<file path="src/rtl/param_queue_pkg.sv">
// Shared queue constants and helpers.
// Width/depth defaults, FWFT mode codes, pointer sizing.
package param_queue_pkg;

  localparam int QUEUE_WIDTH = 256;
  localparam int QUEUE_DEPTH = 16;

  localparam int FWFT_REG  = 0;
  localparam int FWFT_FALL = 1;

  // Bits needed to address v entries.
  function automatic int clog2(input int v);
    int r;
    r = 0;
    for (int i = 0; i < 31; i++) begin
      if ((1 << i) < v) r = i + 1;
    end
    return r;
  endfunction

  function automatic bit is_pow2(input int v);
    return (v >= 2) && ((v & (v - 1)) == 0);
  endfunction

endpackage

</file>
<file path="src/rtl/queue_ram.sv">
// Queue storage: one sync write port, one async read port.
// Contents are never reset.
module queue_ram #(
  parameter int WIDTH = 8,
  parameter int DEPTH = 4,
  parameter int AW    = 2
) (
  input  logic             clk,
  input  logic             we,
  input  logic [AW-1:0]    waddr,
  input  logic [WIDTH-1:0] wdata,
  input  logic [AW-1:0]    raddr,
  output logic [WIDTH-1:0] rdata
);

  logic [WIDTH-1:0] mem [DEPTH];

  // Write port.
  always_ff @(posedge clk) begin
    if (we) mem[waddr] <= wdata;
  end

  assign rdata = mem[raddr];

endmodule

</file>
<file path="src/rtl/param_queue.sv">
// Parameterised synchronous queue.
// Pointers, occupancy, flags and read path; storage in queue_ram.
module param_queue
  import param_queue_pkg::*;
#(
  parameter int WIDTH    = QUEUE_WIDTH,
  parameter int DEPTH    = QUEUE_DEPTH,
  parameter int FWFT     = FWFT_REG,
  parameter int AF_LEVEL = DEPTH - 2,
  parameter int AE_LEVEL = 2
) (
  input  logic                  clk,
  input  logic                  rst,
  input  logic                  clr,
  input  logic                  wr_en,
  input  logic [WIDTH-1:0]      wr_data,
  input  logic                  rd_en,
  output logic [WIDTH-1:0]      rd_data,
  output logic                  rd_valid,
  output logic                  full,
  output logic                  empty,
  output logic                  almost_full,
  output logic                  almost_empty,
  output logic [clog2(DEPTH):0] count,
  output logic                  overflow,
  output logic                  underflow
);

  localparam int AW = clog2(DEPTH);
  localparam int CW = AW + 1;

  if (!is_pow2(DEPTH)) begin : g_bad_depth
    $error("param_queue: DEPTH must be a power of two >= 2");
  end
  if (AF_LEVEL > DEPTH) begin : g_bad_af
    $error("param_queue: AF_LEVEL exceeds DEPTH");
  end

  logic [AW-1:0]    wr_ptr;
  logic [AW-1:0]    rd_ptr;
  logic [CW-1:0]    cnt_q;
  logic             ovf_q;
  logic             unf_q;
  logic             push;
  logic             pop;
  logic [WIDTH-1:0] head;

  // A full queue still takes a push when a pop frees a slot.
  assign pop  = rd_en & ~empty;
  assign push = wr_en & (~full | pop);

  assign count        = cnt_q;
  assign full         = (cnt_q == CW'(DEPTH));
  assign empty        = (cnt_q == '0);
  assign almost_full  = (cnt_q >= CW'(AF_LEVEL));
  assign almost_empty = (cnt_q <= CW'(AE_LEVEL));
  assign overflow     = ovf_q;
  assign underflow    = unf_q;

  // Pointers and occupancy; flush wins over push/pop.
  always_ff @(posedge clk or negedge rst) begin
    if (!rst) begin
      wr_ptr <= '0;
      rd_ptr <= '0;
      cnt_q  <= '0;
    end else if (clr) begin
      wr_ptr <= '0;
      rd_ptr <= '0;
      cnt_q  <= '0;
    end else begin
      if (push) wr_ptr <= wr_ptr + 1'b1;
      if (pop)  rd_ptr <= rd_ptr + 1'b1;
      unique case (1'b1)
        push & ~pop: cnt_q <= cnt_q + 1'b1;
        pop & ~push: cnt_q <= cnt_q - 1'b1;
        default:     cnt_q <= cnt_q;
      endcase
    end
  end

  // Sticky error flags, cleared only by flush or reset.
  always_ff @(posedge clk or negedge rst) begin
    if (!rst) begin
      ovf_q <= 1'b0;
      unf_q <= 1'b0;
    end else if (clr) begin
      ovf_q <= 1'b0;
      unf_q <= 1'b0;
    end else begin
      if (wr_en & ~push) ovf_q <= 1'b1;
      if (rd_en & ~pop)  unf_q <= 1'b1;
    end
  end

  queue_ram #(
    .WIDTH (WIDTH),
    .DEPTH (DEPTH),
    .AW    (AW)
  ) u_ram (
    .clk   (clk),
    .we    (push & ~clr),
    .waddr (wr_ptr),
    .wdata (wr_data),
    .raddr (rd_ptr),
    .rdata (head)
  );

  if (FWFT != FWFT_REG) begin : g_fwft
    assign rd_data  = empty ? '0 : head;
    assign rd_valid = ~empty;
  end else begin : g_reg
    logic [WIDTH-1:0] data_q;
    logic             valid_q;

    // Registered read: capture head on each accepted pop.
    always_ff @(posedge clk or negedge rst) begin
      if (!rst) begin
        data_q  <= '0;
        valid_q <= 1'b0;
      end else if (clr) begin
        valid_q <= 1'b0;
      end else begin
        valid_q <= pop;
        if (pop) data_q <= head;
      end
    end

    assign rd_data  = data_q;
    assign rd_valid = valid_q;
  end

endmodule
</file>
<file path="config.mk">
export PLATFORM = sky130hd
export DESIGN_NAME = param_queue
export DESIGN_NICKNAME = d
export VERILOG_FILES = /design/src/rtl/param_queue_pkg.sv /design/src/rtl/queue_ram.sv /design/src/rtl/param_queue.sv
export SDC_FILE = /design/constraint.sdc
export NUM_CORES = 2
export LEC_CHECK = 0
export ABC_CLOCK_PERIOD_IN_PS = 42200
export CAP_MARGIN = 20
export CORE_AREA = 5 5 645 647
export DETAILED_ROUTE_END_ITERATION = 16
export DIE_AREA = 0 0 650 652
export PLACE_DENSITY = 0.55
export SLEW_MARGIN = 15
export SYNTH_ARGS = -nofsm -noshare
export SYNTH_HDL_FRONTEND = slang
export SYNTH_SLANG_ARGS = --single-unit
</file>
<file path="constraint.sdc">
create_clock -name clk -period 42.2 [get_ports clk]
set_clock_uncertainty 0.05 [all_clocks]
set_input_delay 10.55 -clock clk [delete_from_list [all_inputs] [get_ports clk]]
set_output_delay 10.55 -clock clk [all_outputs]
set_load 0.01 [all_outputs]
</file>
==> impl_summary.log <==
[metrics] vias in the first global route: 79600
[metrics] leading cell types by total area after synthesis: edfxtp_1 76%, mux4_2 14%, dfrtp_1 4.2%
[metrics] Critical Path Fanout Max: 53
[metrics] per-instance average area after synthesis: 23.5 um^2
[metrics] Min-Delay Endpoint: rd_data[255]
[metrics] placement-stage worst setup slack: 25.60 ns
[metrics] cell-by-cell trace of the critical path: clkdlybuf4s50_1 -> inv_1 -> o211a_1 -> nand2_1 -> nor2_4 -> buf_4 -> buf_4 -> buf_4 -> buf_4
[metrics] HPWL after DPL: 233000 um
[metrics] final estimated routing congestion in global placement: 0.752
[metrics] final period utilization: 36.7%
[metrics] DRC Markers: 0
[metrics] Routed WL: 404000 um
[metrics] final-report hold violation count: 0
[metrics] total global routing track utilization: 18.7%
[metrics] Hold-fix buffers, CTS: 0
[metrics] setup violation total in the final timing report: 0
[metrics] Worst Reg2Reg Path Length in Cells: 11
[metrics] Total Die Area: 424000 um^2
[metrics] top-level I/O count: 529
[metrics] standard cell area after detailed placement: 175000 um^2
[metrics] number of warning messages in the yosys log: 0
[metrics] terminus of the critical flop-to-flop path: rd_data[172]
[metrics] Worst-Skew Late Latency: 0.97 ns
[metrics] CTS Root Cell: clkbuf_16
[metrics] number of levels in the clock H-tree: 5
[metrics] starting utilization of the core area: 39.8%
[metrics] TritonRoute pass-1 iters: 8
[metrics] smallest setup slack after layout: 26.71 ns
[metrics] CTS sink count: 4368
[metrics] maximum clock frequency: 64.6 MHz
[metrics] Port Buf Inserts: 528
[metrics] Placeable Area: 409000 um^2
[metrics] mapped cell area: 163000 um^2
[metrics] startpoint of the lowest-slack register-to-register path: rd_ptr[2]
[metrics] placed cell count: 12700
[metrics] pin count of the biggest net entering global routing: 139
[metrics] #FFs+latches synth: 4368
[metrics] Data arrival, critical path: 16.03 ns
[metrics] path category of the worst min-delay check: register to register
[metrics] max-capacitance violation count: 0
[metrics] height of the die: 652 um
[metrics] most common library cell in the layout ignoring fill and taps: edfxtp_1
[metrics] Reg clk slew, reported paths: 0.06 ns
[metrics] Hold Path Stages: 2
[metrics] internal reg-to-reg setup slack: 34.65 ns
[metrics] number of routed nets with antenna violations: 0
[metrics] mean routed wirelength per cell: 29.9 um
[metrics] TritonCTS Buffers: 443
[metrics] Setup crit end kind: register
[metrics] sort of element at the start of the critical path: primary input
[metrics] number of cells in the finished layout apart from fillers: 13500
[metrics] Synth Net Count: 7207
[metrics] worst hold path startpoint: rd_data[255]
[metrics] post-CTS setup buffer count: 0
[metrics] share of the yosys chip area belonging to registers: 79.7%
[metrics] post-synthesis to final-layout area growth: 16.3%
[metrics] net total in the final layout: 7937
[metrics] RSZ-0062 raised after global routing: false
[metrics] power per cell area: 54.4 nW/um^2
[metrics] cell mode on critical path: buf_4
[metrics] leading cell types in the layout, fill and taps excluded: 4096 x edfxtp_1, 1024 x mux4_2, 527 x clkdlybuf4s50_1
[metrics] initial antenna violation count: 39
[metrics] total global routing overflow: 0
[metrics] relative slew slack: 24.6%
[metrics] delay contributed by the slowest stage of the critical path: 0.83 ns
[metrics] Yosys cell types: 36
[metrics] Total Neg Setup Slack: 0 ns
[metrics] Die Wd: 650 um
[metrics] run status: complete, no violations
[metrics] share of Yosys cell area claimed by the top area cell type: 75.5%
[metrics] detailed-route vias per instance: 5.59
[metrics] post-cts gate resize count: 0
[metrics] max-slew violation total from the final report: 0
[metrics] TritonCTS clock tree: yes
[metrics] cells after synthesis: 6937
[metrics] Clock Tree Buf Depth: 4
[metrics] data required time at the worst endpoint: 42.74 ns
[metrics] minimum clock period after layout: 15.49 ns
[metrics] cell type contributing the most total cell area after synthesis: edfxtp_1
[metrics] Critical Setup Path Class: primary input to register
[metrics] row cnt: 235
[metrics] fraction of final layout cells sized beyond drive strength 1: 26.4%
[metrics] global-route wire length before repair: 581000 um
[metrics] static leakage power: 57.6 nW
[metrics] worst vdd ir: 0.0448 mV
[metrics] detailed-route via count: 75600
[metrics] share of the core filled with cells: 46.3%
[metrics] actual transition at the worst max-transition pin: 1.13 ns
[metrics] violation count after the first detailed-route iteration: 6800
[metrics] final design instance area without fill: 189000 um^2
[metrics] slowest cell on the critical path: clkdlybuf4s50_1
[metrics] total power consumption of the routed design: 10.3 mW
[metrics] final-layout worst hold slack: 0.524 ns
==> synthesized netlist by cell type (all sizes together) <==
| cell type | number |
|---|---|
| a2111oi | 1 |
| a211oi | 2 |
| a21o | 1 |
| a21oi | 258 |
| a31oi | 3 |
| buf | 234 |
| clkbuf | 173 |
| dfrtp | 272 |
| edfxtp | 4096 |
| fa | 1 |
| ha | 8 |
| inv | 9 |
| mux2 | 258 |
| mux2i | 6 |
| mux4 | 1024 |
| nand2 | 8 |
| nand2b | 5 |
| nand3 | 4 |
| nor2 | 29 |
| nor2b | 1 |
| nor3 | 5 |
| nor4 | 3 |
| o2111ai | 1 |
| o211a | 1 |
| o211ai | 2 |
| o21a | 2 |
| o21ai | 6 |
| o21bai | 1 |
| o22ai | 512 |
| or2 | 2 |
| or4 | 2 |
| xnor2 | 2 |
| xor2 | 5 |
==> critical path, delay by kind of cell <==
family	cells	cell delay (ns)
compound gates	1	0.33
buf+inv	6	3.84
simple gates	2	1.06
==> cell type report <==
class	count	area, um^2
timing repair buffer	692	6790
fill	33600	220000
inverter	9	33.8
antenna	13	32.5
sequential	4368	130000
clock buffer	598	12100
multi-input combinational	2153	31300
clock inverter	230	2590
tap	5451	6820
==> kinds of logic (layout without fill, tap and decap cells) <==
logic type	after synthesis	count (layout)	share of synthesized area, %
AOI/OAI and AO/OA	790	790	2.85
xor gates and xnor gates	7	7	0.0376
adders and majority gates	9	9	0.0738
buffers and inverters	416	1529	1.18
DFF	4368	4368	79.7
muxes	1288	1288	16.0
other	0	13	0
and+or+nand+nor	59	59	0.164
==> per-layer routing <==
| metal | vias to the layer above | share of wire [%] | global-route usage, % |
|---|---|---|---|
| li1 | 31300 | - | - |
| met5 | - | 0.045 | 0 |
| met4 | 28 | 2.5 | 4.88 |
| met3 | 548 | 6.3 | 3.63 |
| met1 | 41300 | 42 | 25.9 |
| met2 | 2363 | 49 | 30.5 |
==> report_power, final <==
part           internal [mW]  switching [mW]  total, mW
Combinational          0.532           0.769       1.30
Clock                   2.26            1.65       3.92
Sequential              4.91           0.178       5.09
==> worst max path at each step <==
stage,end,depth (start not counted),start,slack [ns]
global placement,u_ram.mem[7][222],9,clr,25.73
detailed placement,u_ram.mem[7][220],9,clr,25.60
finish,u_ram.mem[7][220],9,clr,26.71
global route,u_ram.mem[7][233],9,clr,26.47
CTS,u_ram.mem[7][156],9,clr,26.65
floorplan,u_ram.mem[3][0],5,rd_en,12.59
==> sequential cells by signal, summed over array words and instances (netlist names) <==
register / flops
u_ram.mem: 4096
rd_data: 256
count: 5
rd_ptr: 4
wr_ptr: 4
overflow: 1
rd_valid: 1
underflow: 1
Note: power is estimated with default switching activity, not from simulation.
